`src/rtl/mp_pkg.sv`:
```
// Shared constants for the interrupt controller: source count, vector base,
// acknowledge timeout, FSM state encoding and the fixed-priority encoder.
package mp_pkg;

   localparam int unsigned N_SRC       = 4;
   localparam int unsigned ID_W        = 2;
   localparam logic [7:0]  VEC_BASE    = 8'hE0;
   localparam int unsigned ACK_TIMEOUT = 16;
   localparam int unsigned TO_W        = 4;

   typedef logic [1:0] state_t;

   localparam state_t StIdle    = 2'd0;
   localparam state_t StAssert  = 2'd1;
   localparam state_t StService = 2'd2;

   // Lowest set index wins; returns 0 when nothing is requested.
   function automatic logic [ID_W-1:0] prio_id(input logic [N_SRC-1:0] req);
      logic [ID_W-1:0] id;
      id = '0;
      for (int i = N_SRC - 1; i >= 0; i--) begin
         if (req[i]) id = ID_W'(i);
      end
      return id;
   endfunction

endpackage

```
`src/rtl/irq_edge_detect.sv`:
```
// Per-source registered rising-edge detector.
// Ports:
//   clk   - clock
//   reset - asynchronous active-low reset
//   src   - raw interrupt source levels
//   rise  - one-cycle rising-edge flags (combinational from src and its registered copy)
module irq_edge_detect #(
   parameter int unsigned N_SRC = 4
) (
   input  logic             clk,
   input  logic             reset,
   input  logic [N_SRC-1:0] src,
   output logic [N_SRC-1:0] rise
);

   logic [N_SRC-1:0] src_q;
   logic             armed_q;

   // armed_q stays low for the first cycle after reset release so sources
   // already high at release are captured as history, not seen as edges.
   always_ff @(posedge clk or negedge reset) begin
      if (!reset) begin
         src_q   <= '0;
         armed_q <= 1'b0;
      end else begin
         src_q   <= src;
         armed_q <= 1'b1;
      end
   end

   assign rise = armed_q ? (src & ~src_q) : '0;

endmodule

```
`src/rtl/interrupt_controller.sv`:
```
// Four-source edge-triggered interrupt controller with fixed priority, mask,
// acknowledge timeout and a non-nesting service phase.
// Ports:
//   clk, reset          - clock, asynchronous active-low reset
//   irq_src             - rising-edge triggered sources (bit 0 highest priority)
//   mask_wr, mask_in    - mask register write (1 = masked)
//   irq_ack, eoi        - core acknowledge / end-of-interrupt pulses
//   interrupt           - level request to the core
//   vector, active_id   - jump address and index of the granted source
//   busy                - request outstanding or in service
//   pending             - pending register
import mp_pkg::*;

module interrupt_controller (
   input  logic             clk,
   input  logic             reset,
   input  logic [N_SRC-1:0] irq_src,
   input  logic             mask_wr,
   input  logic [N_SRC-1:0] mask_in,
   input  logic             irq_ack,
   input  logic             eoi,
   output logic             interrupt,
   output logic [7:0]       vector,
   output logic [ID_W-1:0]  active_id,
   output logic             busy,
   output logic [N_SRC-1:0] pending
);

   localparam logic [TO_W-1:0] ToLast = TO_W'(ACK_TIMEOUT - 1);

   state_t           state_q, state_d;
   logic [N_SRC-1:0] pending_q, pending_d;
   logic [N_SRC-1:0] mask_q;
   logic [ID_W-1:0]  id_q, id_d;
   logic [TO_W-1:0]  cnt_q, cnt_d;
   logic [N_SRC-1:0] rise;
   logic [N_SRC-1:0] clr;

   irq_edge_detect #(
      .N_SRC (N_SRC)
   ) u_edge (
      .clk   (clk),
      .reset (reset),
      .src   (irq_src),
      .rise  (rise)
   );

   always_comb begin
      state_d = state_q;
      id_d    = id_q;
      cnt_d   = cnt_q;
      clr     = '0;
      case (state_q)
         StIdle: begin
            if (|(pending_q & ~mask_q)) begin
               id_d    = prio_id(pending_q & ~mask_q);
               cnt_d   = '0;
               state_d = StAssert;
            end
         end
         StAssert: begin
            if (irq_ack) begin
               clr[id_q] = 1'b1;
               state_d   = StService;
            end else if (cnt_q == ToLast) begin
               // Give up on the core; the source stays pending for re-arbitration.
               state_d = StIdle;
            end else begin
               cnt_d = cnt_q + TO_W'(1);
            end
         end
         StService: begin
            if (eoi) state_d = StIdle;
         end
         default: state_d = StIdle;
      endcase
      // A new edge in the clear cycle keeps the bit set.
      pending_d = (pending_q & ~clr) | rise;
   end

   always_ff @(posedge clk or negedge reset) begin
      if (!reset) begin
         state_q   <= StIdle;
         pending_q <= '0;
         mask_q    <= '1;
         id_q      <= '0;
         cnt_q     <= '0;
      end else begin
         state_q   <= state_d;
         pending_q <= pending_d;
         id_q      <= id_d;
         cnt_q     <= cnt_d;
         if (mask_wr) mask_q <= mask_in;
      end
   end

   assign interrupt = (state_q == StAssert);
   assign busy      = (state_q == StAssert) || (state_q == StService);
   assign active_id = id_q;
   assign vector    = VEC_BASE + {4'b0000, id_q, 2'b00};
   assign pending   = pending_q;

endmodule

```
`config.mk`:
```
export PLATFORM = sky130hd
export DESIGN_NAME = interrupt_controller
export DESIGN_NICKNAME = d
export VERILOG_FILES = /design/src/rtl/mp_pkg.sv /design/src/rtl/irq_edge_detect.sv /design/src/rtl/interrupt_controller.sv
export SDC_FILE = /design/constraint.sdc
export NUM_CORES = 1
export LEC_CHECK = 0
export CAP_MARGIN = 20
export CORE_MARGIN = 8
export CORE_UTILIZATION = 51
export CTS_CLUSTER_DIAMETER = 60
export DETAILED_ROUTE_END_ITERATION = 6
export PLACE_DENSITY_LB_ADDON = 0.1
export SLEW_MARGIN = 20
export SYNTH_ARGS = -nofsm -noshare
export SYNTH_HDL_FRONTEND = slang
export SYNTH_SLANG_ARGS = --single-unit
export TNS_END_PERCENT = 1
```
`constraint.sdc`:
```
create_clock -name clk -period 2.73 [get_ports clk]
set_input_delay 0.4095 -clock clk [delete_from_list [all_inputs] [get_ports clk]]
set_output_delay 0.4095 -clock clk [all_outputs]
set_load 0.05 [all_outputs]
```
==> metrics.yaml <==
critPathMaxFanout: 11
wl_met3_um: 114
instances_no_fill: 150
cts_sinks: 21
avgSynthCellArea_um2: 11.2
finalClockSkew_ns: 0.00508
p_per_area_nw_per_um2: 1110
wl_met1_um: 789
drt_iter0_drc: 42
port_buffers: 22
async_flop_share_pct: 100
synth_ff_type: "dfrtp_1"
syn_area_um2: 1100
clk_path_buf_depth: 2
finalPower_w: 0.00148
clk_latency_ns: 0.30
cp_cell_sequence: "inv_1, ha_1, buf_4, clkdlybuf4s50_1"
synth_edf_count: 0
dr_total_vias: 766
yosysSeqAreaShare_pct: 48.3
final-seq-area_um2: 531
final_nets: 140
start_kind: "register"
drtPass1Iterations: 5
end_kind: "primary output"
crit_type: "reg -> out"
synth.most_common_cell: "dfrtp_1"
maxCapViolCount: 0
cts_setup_buffers: 0
placed_cells: 146
tritoncts: "built"
status: "finished clean"
core_um2: 2130
first_global_vias: 831
met2_length_mm: 1.04
wirelength_mm: 1.98
finalHoldViolCount: 0
slew_viol_final: 0
syn2layout_area_growth_pct: 22.3
fillers: 188
htree_levels: 1
antenna_cells: 0
cts_root_buffer: "clkbuf_4"
cts_made_buffers: 3
fin_crit_ns: 2.34
synth-seq-cells: 21
setup-violations-final: 0
ys_types: 33
post_drt_wl_per_cell_um: 13.2
post_cts_resized: 0
ant_nets: 0
drcViolationCount: 0
ys_warn_count: 0
multi_input_area_um2: 482
top_layer_used: "met4"
timing.fmax_ghz: 0.427
place_congestion: 0.746
crit_slowest_cell: "clkdlybuf4s50_1"
timing.final.crit_share_pct: 85.8
synthTopCellsByCount: "17 x dfrtp_1, 9 x inv_1, 8 x buf_4"
ir_worst_vdd_uv: 693
die_w_um: 62.4
clk_pin_slew_ns: 0.11
slew_headroom_pct: 66.1
cp.required_ns: 2.32
ios: 29
synth_top_area_cell: "dfrtp_1"
grt_antenna_before_repair: 0
synth.area.top_cells: "dfrtp_1 39%, dfstp_2 9.6%, buf_4 5.5%, mux2_2 5.1%, ha_1 4.6%"
die_h_um: 62.4
dieArea_um2: 3900
p_leak_nw: 0.567
grt_pass1_wl_mm: 3.52
grtUsageTotal_pct: 10.8
rows: 17
tightestPinTransition_ns: 0.507
slowest_delay_ns: 0.82
dp_hpwl_mm: 1.60
synth_top_area_share_pct: 38.7
hold_buffers: 0
crit_arrival_ns: 1.93
setup_tns_ns: 0
grt_overflow: 0
hp-class: "in -> async"
rsz0062_at_grt: "no"
via_per_inst: 5.11
grt_max_degree: 22
synth_cells: 98
drive_gt1_share_pct: 18.9
start_util_pct: 51.6
## layer usage
layer  up-vias  GRT usage (%)
met5         -              0
met4         0           5.98
met3         5           3.05
met2        22           18.8
met1       367           11.4
li1        372              -
## final timing paths
path / slack (ns) / cells past startpoint / to / start
setup reg to reg: 1.04 / 5 / cnt_q[0]$_DFFE_PN0P_ / cnt_q[0]$_DFFE_PN0P_
hold reg to reg: 0.44 / 1 / pending[2]$_DFF_PN0_ / u_edge.src_q[2]$_DFF_PN0_
min in group clk: 0.44 / 1 / pending[2]$_DFF_PN0_ / u_edge.src_q[2]$_DFF_PN0_
setup / recovery: 0.39 / 4 / interrupt / state_q[1]$_DFFE_PN0P_
max in group asynchronous: 2.03 / 2 / mask_q[1]$_DFFE_PN1P_ / reset
hold / removal: 0.43 / 2 / u_edge.src_q[0]$_DFF_PN0_ / reset
## through the flow
step           hold WS (ns)  worst slack, ns  util (%)  area, µm²
5_1_grt               0.446            0.295      63.2       1340
6_report              0.428            0.387      63.2       1340
2_1_floorplan         0.114            0.872         -       1120
3_3_place_gp          0.415            0.741      61.9       1320
4_1_cts               0.425            0.359      63.2       1340
3_5_place_dp          0.428            0.711      61.9       1320
## cells by family (layout without fill, tap and decap cells)
logic type / Yosys count / in the layout / share of synthesized area [%]
multiplexers: 9 / 9 / 10.4
other: 2 / 7 / 0.684
AO/OA/AOI/OAI: 18 / 18 / 13.0
buffers and inverters: 18 / 37 / 9.57
AND/OR/NAND/NOR: 26 / 26 / 13.6
flip-flops: 21 / 21 / 48.3
adder cells (fa/ha/maj): 4 / 4 / 4.56
## cell type report
cell class / instances / area share (%)
inverters: 9 / 2.51
clock inverters: 1 / 0.372
repair buffers: 24 / 17.5
flip-flops and latches: 21 / 39.5
clock buffers: 3 / 1.68
multi-input cells: 64 / 35.8
well taps: 28 / 2.61
## report_power, final
| part | switching (W) | internal (W) | total, W |
|---|---|---|---|
| Sequential | 0.0000840 | 0.000398 | 0.000482 |
| Combinational | 0.000537 | 0.000319 | 0.000855 |
| Clock | 0.0000928 | 0.0000547 | 0.000148 |
| Total | 0.000714 | 0.000771 | 0.00148 |
## sequential cells by signal, summed over array words and instances (netlist names)
name            count
active_id           2
cnt_q               4
mask_q              4
pending             4
state_q             2
u_edge.armed_q      1
u_edge.src_q        4
## worst max-delay path, delay by kind of cell (launching register included)
kind / cells / cell delay (ns)
flip-flops: 1 / 0.39
adder cells (fa/ha/maj): 1 / 0.14
buffers and inverters: 3 / 1.09
## layout by cell type (no fill, tap or decap), types with 2 or more instances in the layout
master / n
ha_1: 4
nand4_1: 3
buf_4: 2
o31ai_1: 2
nand3b_1: 2
mux2i_1: 2
nand2_1: 7
clkdlybuf4s50_1: 22
mux2_2: 5
clkbuf_4: 3
o21ai_0: 3
a21oi_1: 4
nor2_1: 3
dfrtp_1: 17
nand2b_2: 2
nand2b_1: 3
inv_1: 9
conb_1: 7
dfstp_2: 4
nand3_1: 3
Power figures use the tool's default switching activity.
